File: config.mk
export PLATFORM = sky130hd
export DESIGN_NAME = nibble_serial_adder_flat
export DESIGN_NICKNAME = d
export VERILOG_FILES = /design/src/rtl/nibble_add_pkg.sv /design/src/rtl/nibble_serial_adder_if.sv /design/src/rtl/nibble_add_slice.sv /design/src/rtl/nibble_serial_adder.sv /design/src/flat_wrapper.sv
export SDC_FILE = /design/constraint.sdc
export NUM_CORES = 1
export LEC_CHECK = 0
export CELL_PAD_IN_SITES_DETAIL_PLACEMENT = 0
export CELL_PAD_IN_SITES_GLOBAL_PLACEMENT = 2
export CORE_MARGIN = 1
export CORE_UTILIZATION = 34
export DETAILED_ROUTE_END_ITERATION = 7
export GPL_TIMING_DRIVEN = 0
export HOLD_SLACK_MARGIN = 0.1
export PLACE_DENSITY_LB_ADDON = 0.3
export SETUP_SLACK_MARGIN = 0.5
export SLEW_MARGIN = 10
export SYNTH_ARGS = -nofsm -noshare
export SYNTH_HDL_FRONTEND = slang
export SYNTH_HIERARCHICAL = 1
export SYNTH_SLANG_ARGS = --single-unit
File: constraint.sdc
create_clock -name clk -period 3.88 [get_ports clk]
set_input_delay 0.582 -clock clk [delete_from_list [all_inputs] [get_ports clk]]
set_output_delay 0.582 -clock clk [all_outputs]
set_load 0.03 [all_outputs]
File: src/rtl/nibble_add_pkg.sv
// Shared types and constants for the nibble-serial adder.
// State encodings and the index-width helper live here so the top and the bench agree.
package nibble_add_pkg;

    localparam int NIBBLE_W = 4;

    typedef enum logic [1:0] {
        IDLE = 2'd0,
        RUN  = 2'd1,
        DONE = 2'd2
    } state_t;

    // A single-bit index is still needed when only one slice position exists.
    function automatic int idx_width(input int n);
        return (n > 1) ? $clog2(n) : 1;
    endfunction

endpackage

File: src/rtl/nibble_serial_adder_if.sv
// Operand/result handshake bundle for the nibble-serial adder.
// master = upstream/downstream environment, slave = the adder itself.
interface nibble_serial_adder_if #(
    parameter int NIBBLES = 4
);
    localparam int W = 4 * NIBBLES;

    logic         in_valid;
    logic         in_ready;
    logic [W-1:0] a;
    logic [W-1:0] b;
    logic         cin;
    logic         out_valid;
    logic         out_ready;
    logic [W-1:0] sum;
    logic         cout;
    logic         ovf;

    modport master (
        output in_valid, a, b, cin, out_ready,
        input  in_ready, out_valid, sum, cout, ovf
    );

    modport slave (
        input  in_valid, a, b, cin, out_ready,
        output in_ready, out_valid, sum, cout, ovf
    );

endinterface

File: src/rtl/nibble_add_slice.sv
// Combinational 4-bit ripple-carry slice.
// Also exports the carry into bit 3 so the caller can form two's-complement overflow.
module nibble_add_slice (
    input  logic [3:0] a4,
    input  logic [3:0] b4,
    input  logic       ci,
    output logic [3:0] s4,
    output logic       co,
    output logic       c3
);

    logic c;

    always_comb begin
        s4 = '0;
        c3 = 1'b0;
        c  = ci;
        for (int i = 0; i < 4; i++) begin
            if (i == 3) c3 = c;
            s4[i] = a4[i] ^ b4[i] ^ c;
            c     = (a4[i] & b4[i]) | (c & (a4[i] ^ b4[i]));
        end
        co = c;
    end

endmodule

File: src/rtl/nibble_serial_adder.sv
// Multi-cycle wide adder: one 4-bit slice per clock, least-significant nibble first.
// state | meaning
// IDLE  | ready for operands; in_ready = 1
// RUN   | adding slice idx, carry held in register between slices
// DONE  | result valid, held until out_ready
module nibble_serial_adder
    import nibble_add_pkg::*;
#(
    parameter int NIBBLES = 4
) (
    input logic                 clk,
    input logic                 rst,
    nibble_serial_adder_if.slave bus
);

    localparam int W    = NIBBLE_W * NIBBLES;
    localparam int IDXW = idx_width(NIBBLES);
    localparam logic [IDXW-1:0] LAST = IDXW'(NIBBLES - 1);

    state_t          state;
    logic [IDXW-1:0] idx;
    logic            carry;
    logic [W-1:0]    op_a;
    logic [W-1:0]    op_b;
    logic [W-1:0]    sum_r;
    logic            cout_r;
    logic            ovf_r;

    logic [3:0] sl_a;
    logic [3:0] sl_b;
    logic [3:0] sl_s;
    logic       sl_co;
    logic       sl_c3;

    always_comb begin
        sl_a = op_a[idx*NIBBLE_W +: NIBBLE_W];
        sl_b = op_b[idx*NIBBLE_W +: NIBBLE_W];
    end

    nibble_add_slice u_slice (
        .a4 (sl_a),
        .b4 (sl_b),
        .ci (carry),
        .s4 (sl_s),
        .co (sl_co),
        .c3 (sl_c3)
    );

    assign bus.in_ready  = (state == IDLE);
    assign bus.out_valid = (state == DONE);
    assign bus.sum       = sum_r;
    assign bus.cout      = cout_r;
    assign bus.ovf       = ovf_r;

    always_ff @(posedge clk or posedge rst) begin
        if (rst) begin
            state  <= IDLE;
            idx    <= '0;
            carry  <= 1'b0;
            op_a   <= '0;
            op_b   <= '0;
            sum_r  <= '0;
            cout_r <= 1'b0;
            ovf_r  <= 1'b0;
        end else begin
            case (state)
                IDLE: begin
                    if (bus.in_valid) begin
                        op_a  <= bus.a;
                        op_b  <= bus.b;
                        carry <= bus.cin;
                        idx   <= '0;
                        state <= RUN;
                    end
                end
                RUN: begin
                    // sum is written in place; downstream only trusts it in DONE
                    sum_r[idx*NIBBLE_W +: NIBBLE_W] <= sl_s;
                    carry <= sl_co;
                    if (idx == LAST) begin
                        cout_r <= sl_co;
                        ovf_r  <= sl_c3 ^ sl_co;
                        state  <= DONE;
                    end else begin
                        idx <= idx + 1'b1;
                    end
                end
                DONE: begin
                    if (bus.out_ready) state <= IDLE;
                end
                default: state <= IDLE;
            endcase
        end
    end

endmodule
File: src/flat_wrapper.sv
// flat-port wrapper written by rule: the top's interface ports become plain ports
module nibble_serial_adder_flat import nibble_add_pkg::*;
#(
    parameter int NIBBLES = 4
)
  (clk, rst, bus_in_valid, bus_a, bus_b, bus_cin, bus_out_ready, bus_in_ready, bus_out_valid, bus_sum, bus_cout, bus_ovf);
  nibble_serial_adder_if #(.NIBBLES(NIBBLES)) bus_i ();
  input logic clk;
  input logic rst;
  input wire logic [$bits(bus_i.in_valid)-1:0] bus_in_valid;
  input wire logic [$bits(bus_i.a)-1:0] bus_a;
  input wire logic [$bits(bus_i.b)-1:0] bus_b;
  input wire logic [$bits(bus_i.cin)-1:0] bus_cin;
  input wire logic [$bits(bus_i.out_ready)-1:0] bus_out_ready;
  output wire logic [$bits(bus_i.in_ready)-1:0] bus_in_ready;
  output wire logic [$bits(bus_i.out_valid)-1:0] bus_out_valid;
  output wire logic [$bits(bus_i.sum)-1:0] bus_sum;
  output wire logic [$bits(bus_i.cout)-1:0] bus_cout;
  output wire logic [$bits(bus_i.ovf)-1:0] bus_ovf;
  assign bus_i.in_valid = bus_in_valid;
  assign bus_i.a = bus_a;
  assign bus_i.b = bus_b;
  assign bus_i.cin = bus_cin;
  assign bus_i.out_ready = bus_out_ready;
  assign bus_in_ready = bus_i.in_ready;
  assign bus_out_valid = bus_i.out_valid;
  assign bus_sum = bus_i.sum;
  assign bus_cout = bus_i.cout;
  assign bus_ovf = bus_i.ovf;
  nibble_serial_adder #(.NIBBLES(NIBBLES)) u_core (.clk(clk), .rst(rst), .bus(bus_i));
endmodule
# Yosys cells after proc, flatten, opt, wreduce, memory -nomap -nowiden
# Cells that the tools add are included.
# word_totals
regBits,55
in_bits,37
out_inout_bits,20
word_cells,59
# op_classes
addsub,2
eq_ne,7
shifts,4
mux,10
bitwise,21
n_reduce_logical,7
# op_table
op,count
$neg 4->34,1
$shift 4x34->16 const A,1
$shiftx 4x34->16,1
$shiftx 16x5->4,2
$bwmux 16,1
$mux 2,5
$xor 1x1->1,9
$and 1x1->1,8
$ne 2x2->1 const B,3
$pmux 2 s3,1
$reduce_and 2->1,3
$reduce_and 3->1,2
$eq 2x2->1 const B,2
$or 1x1->1,4
$pmux 2 s2,1
$add 2x1->2 const B,1
$eq 2x1->1 const B,1
$logic_not 2->1,1
$ne 2x1->1 const B,1
$pmux 1 s2,1
$reduce_bool 2->1,1
$mux 1,1

# Depth between registers and ports, before layout
# depth
ltp_word,11
ltp_mapped,10
depth_no_buf,9

# Cells and area by module
# The synthesis kept the hierarchy.
# by_module_without_submodules
mod,n_inst,cells_each,area_each_um2,seq_area_each_um2
nibble_serial_adder,1,188,2591.2,1376.3
nibble_add_slice,1,12,110.1,0.0

# Least setup slack after synthesis
# OpenSTA, ideal clock, no wires.
# synth_timing
path_kind,register to register
start,register u_core.idx[0]
end,"register u_core.sum_r[3], in the netlist u_core/bus.sum[3]"
setup_ns,0.122
t_arrival_ns,2.939
setup_slack_ns,0.819
path_stages_with_launch,11
path_buffers,1
period_less_slack_ns,3.061
cell_sequence,dfrtp_1 buf_2 mux4_2 fa_1 inv_1 fa_1 fa_1 inv_1 fa_1 and2_1 a32o_1
# synth_between
elab_chain_cells,11
# synth_rtl
item,line,text
start: declaration,nibble_serial_adder.sv:21,logic [IDXW-1:0] idx;
start signal: assignment,nibble_serial_adder.sv:85,idx <= idx + 1'b1;
$shiftx 16x5->4 (*),nibble_serial_adder.sv:37,sl_b = op_b[idx*NIBBLE_W +: NIBBLE_W];
net u_core.sl_b[0],nibble_serial_adder.sv:30,logic [3:0] sl_b;
$xor 1x1->1,nibble_add_slice.sv:21,c = (a4[i] & b4[i]) | (c & (a4[i] ^ b4[i]));
$and 1x1->1,nibble_add_slice.sv:21,
$or 1x1->1 (*),nibble_add_slice.sv:21,
$and 1x1->1 (*),nibble_add_slice.sv:21,
$or 1x1->1 (*),nibble_add_slice.sv:21,
$and 1x1->1 (*),nibble_add_slice.sv:21,
$or 1x1->1 (*),nibble_add_slice.sv:21,
net u_core.sl_c3,nibble_serial_adder.sv:33,logic sl_c3;
$xor 1x1->1 (*),nibble_add_slice.sv:20,s4[i] = a4[i] ^ b4[i] ^ c;
net u_core.sl_s[3],nibble_serial_adder.sv:31,logic [3:0] sl_s;
$shiftx 4x34->16 (*),nibble_serial_adder.sv:78,sum_r[idx*NIBBLE_W +: NIBBLE_W] <= sl_s;
$bwmux 16 (*),nibble_serial_adder.sv:78,
end signal: indexed assignment,nibble_serial_adder.sv:78,
end: declaration,nibble_serial_adder.sv:25,logic [W-1:0] sum_r;
# Mark *: on every way through the listed nets, which the timed path passes. The rest lies on a longest branch.
# A chain may end at the register's enable or synchronous reset.

# Worst setup path after layout
# Same ends and word-level chain as after synthesis.

==> results.cfg <==
[setup_path]
r2r-end = u_core/bus.sum[3]$_DFFE_PP0P_
rr_worst_depth = 10
crit_arrival_ns = 3.45
crit_end = u_core/bus.sum[3]$_DFFE_PP0P_
cp_max_fo = 10
ff2ff_setup_slack_ns = 0.64
start_kind = flip-flop
worst-endpoint-required_ns = 4.09
r2r-start = u_core/idx[0]$_DFFE_PP0P_
worst-setup-path-type = flip-flop to flip-flop
end_kind = flip-flop
crit_start = u_core/idx[0]$_DFFE_PP0P_

[sta]
fin_crit_ns = 3.24
period_share = 0.836
max_freq_mhz = 308
rsz0062_at_grt = false
hold_viol = 0
skew_ns = 0.0111
tightest_slew_ns = 0.521
max_slew_margin = 0.652
finalMaxSlewViolations = 0
fin_setup_tns_ns = 0
setup_viol = 0

[grt]
grt_max_degree = 34
grt_antenna_before_repair = 0
grt_overflow_total = 0
grt_pass1_vias = 1875
grt_pass1_wl_um = 9470
grtUsageTotal = 0.149

[place]
io_buffers = 56
gp_congestion = 0.744
dp.final_hpwl_um = 4160

[detailed_routing]
drtIter0Drc = 33
dr.pass1.iters = 4
via_count = 1781
avgRoutedWirePerCell_um = 15.2
via_per_inst = 4.83
routed_wl_um = 5620
drc_errors = 0
ant_nets = 0

[hold_path]
hold_path.class = flip-flop to flip-flop

[cts]
clk_latency_ns = 0.32
cts_tree = built
clock_tree.root_cell = clkbuf_8
cts_buffers = 5
clk_pin_slew_ns = 0.10
cts_buffer_depth = 2
htreeDepth = 2
clock_sinks = 55

[yosys]
ys_types = 33
synthMuxAreaShare = 0.211
synth_edf_count = 0
synth_flop_cell = dfrtp_1
synth_xor_area_frac = 0.00324
synth-simple-area-share = 0.0866
synth.largest_area_cell = dfrtp_1
synthesis.area_um2 = 2700
synth_fa_ha_area_frac = 0.0528
syn_inst = 200
synth_top_area_frac = 0.509
synth.most_common_cell = dfrtp_1
ys_top_cells_by_count = dfrtp_1, mux2_2, inv_1
synth-seq-cells = 55
synth.area.top_cells = dfrtp_1, mux2_2, mux4_2
synth_compound_area_frac = 0.0838
avgSynthCellArea_um2 = 13.5
synth_warnings = 6
ys_async_sr_fraction = 1.00
yosysSeqAreaShare = 0.509
syn_nets = 246
synth_top_family_by_area = multiplexers

[power]
p_leak_uw = 0.00147
pwr-share-clk = 0.120
share_comb_of_total_power = 0.577
power_frac_seq = 0.303
switching_share = 0.416
p_per_area_nw_per_um2 = 924
internal_power_uw = 1910
switchingPower_uw = 1360
ir_drop_mv = 0.338

[die]
die_width_um = 91.1
ioPinCount = 57
rows = 32
coreArea_um2 = 7690
start_util = 0.351
fp.dieH_um = 91.1
dieArea_um2 = 8310

[run]
maxCapViolations = 0

[finish]
nNetsFinal = 312
final_core_util = 0.461
num_antenna_cells = 0
drive_gt1_frac = 0.258
syn_to_final_growth_pct = 31.3

[outcome]
status = finished clean
[stage by stage]
stage                     power, uW  setup WS (ns)  instances  hold slack (ns)  instance area, um2
after detailed placement       2900          0.314        359            0.485                3410
after CTS                      3310          0.525        367            0.509                3530
after floorplan                2280          0.819        200            0.472                2700
after global routing           3530          0.507        369            0.524                3550
after global placement         2880          0.329        358            0.481                3390
final                          3280          0.638        369            0.500                3550
[power by group through the flow]
stage | Combinational (uW) | Sequential (uW) | Clock, uW
3_3_place_gp | 1870 | 1010 | 0
4_1_cts | 1890 | 1010 | 410
5_1_grt | 2070 | 1040 | 426
6_report | 1890 | 994 | 394
3_5_place_dp | 1880 | 1020 | 0
2_1_floorplan | 1170 | 1110 | 0
[area by class of cell]
cell class	count	area [um2]
Clock buffer	5	68.8
Sequential cell	55	1380
Timing Repair Buffer	59	596
Clock inverter	3	47.5
Tap cell	102	128
Buffer	10	57.6
Inverter	24	90.1
Multi-Input combinational cell	111	1180
Fill cell	754	4140
[state kept, by name (all words and copies together) (netlist names)]
name / count
u_core/bus.cout: 1
u_core/state: 2
u_core/op_b: 16
u_core/idx: 2
u_core/bus.sum: 16
u_core/bus.ovf: 1
u_core/carry: 1
u_core/op_a: 16
[routing by layer]
metal / up-vias / track usage / share of wire
li1: 849 / - / -
met1: 888 / 0.188 / 0.45
met2: 39 / 0.253 / 0.50
met3: 5 / 0.0335 / 0.036
met4: 0 / 0.0463 / 0.0094
met5: - / 0 / 0
[worst min-delay path by stage]
| stage | endpoint | depth (start not counted) | slack, ns | start |
|---|---|---|---|---|
| detailed placement | u_core/bus.sum[0]$_DFFE_PP0P_ | 1 | 0.49 | u_core/bus.sum[0]$_DFFE_PP0P_ |
| finish | u_core/bus.sum[0]$_DFFE_PP0P_ | 1 | 0.50 | u_core/bus.sum[0]$_DFFE_PP0P_ |
| floorplan | u_core/op_a[6]$_DFFE_PP0P_ | 1 | 0.47 | u_core/op_a[6]$_DFFE_PP0P_ |
| CTS | u_core/bus.sum[0]$_DFFE_PP0P_ | 1 | 0.51 | u_core/bus.sum[0]$_DFFE_PP0P_ |
| global route | u_core/op_a[2]$_DFFE_PP0P_ | 1 | 0.52 | u_core/op_a[2]$_DFFE_PP0P_ |
| global placement | u_core/bus.sum[1]$_DFFE_PP0P_ | 1 | 0.48 | u_core/bus.sum[1]$_DFFE_PP0P_ |
[worst max-delay path: stages, from the launching register on]
cell and delay [ns]:
dfrtp_2 0.43, buf_4 0.23, mux4_2 0.56, fa_1 0.40
inv_1 0.07, fa_1 0.18, fa_1 0.17, inv_1 0.07
fa_1 0.56, and2_1 0.21, a32o_1 0.24
[layout by cell type (no fill, tap or decap), types with 2 or more instances in the layout]
| cell | count |
|---|---|
| ha_1 | 5 |
| fa_1 | 4 |
| o32ai_2 | 4 |
| clkdlybuf4s50_1 | 56 |
| nand3_1 | 2 |
| buf_4 | 6 |
| mux2_2 | 34 |
| mux4_2 | 6 |
| inv_1 | 23 |
| clkbuf_8 | 5 |
| nand2_1 | 13 |
| and2_1 | 4 |
| nand2b_1 | 4 |
| o221ai_1 | 2 |
| dfrtp_1 | 54 |
| and3b_1 | 3 |
| clkbuf_1 | 4 |
| mux4_1 | 2 |
| a32o_1 | 4 |
| nor2b_1 | 2 |
| o32ai_1 | 8 |
| or4b_4 | 2 |
[kinds of logic after synthesis]
logic type / Yosys count
DFF: 55
muxes: 42
and+or+nand+nor: 37
buffers and inverters: 34
AOI/OAI and AO/OA: 22
adders and majority gates: 9
xor gates and xnor gates: 1
[timing repair]
| item | 4_1_cts | 5_1_grt |
|---|---|---|
| gates cloned | 0 | 0 |
| gates resized for setup | 2 | 1 |
| setup endpoints to repair | 5 | 4 |
| hold buffers | 0 | 0 |
| pin swaps | 0 | 0 |
| setup buffers | 0 | 2 |
Power figures use the tool's default switching activity.
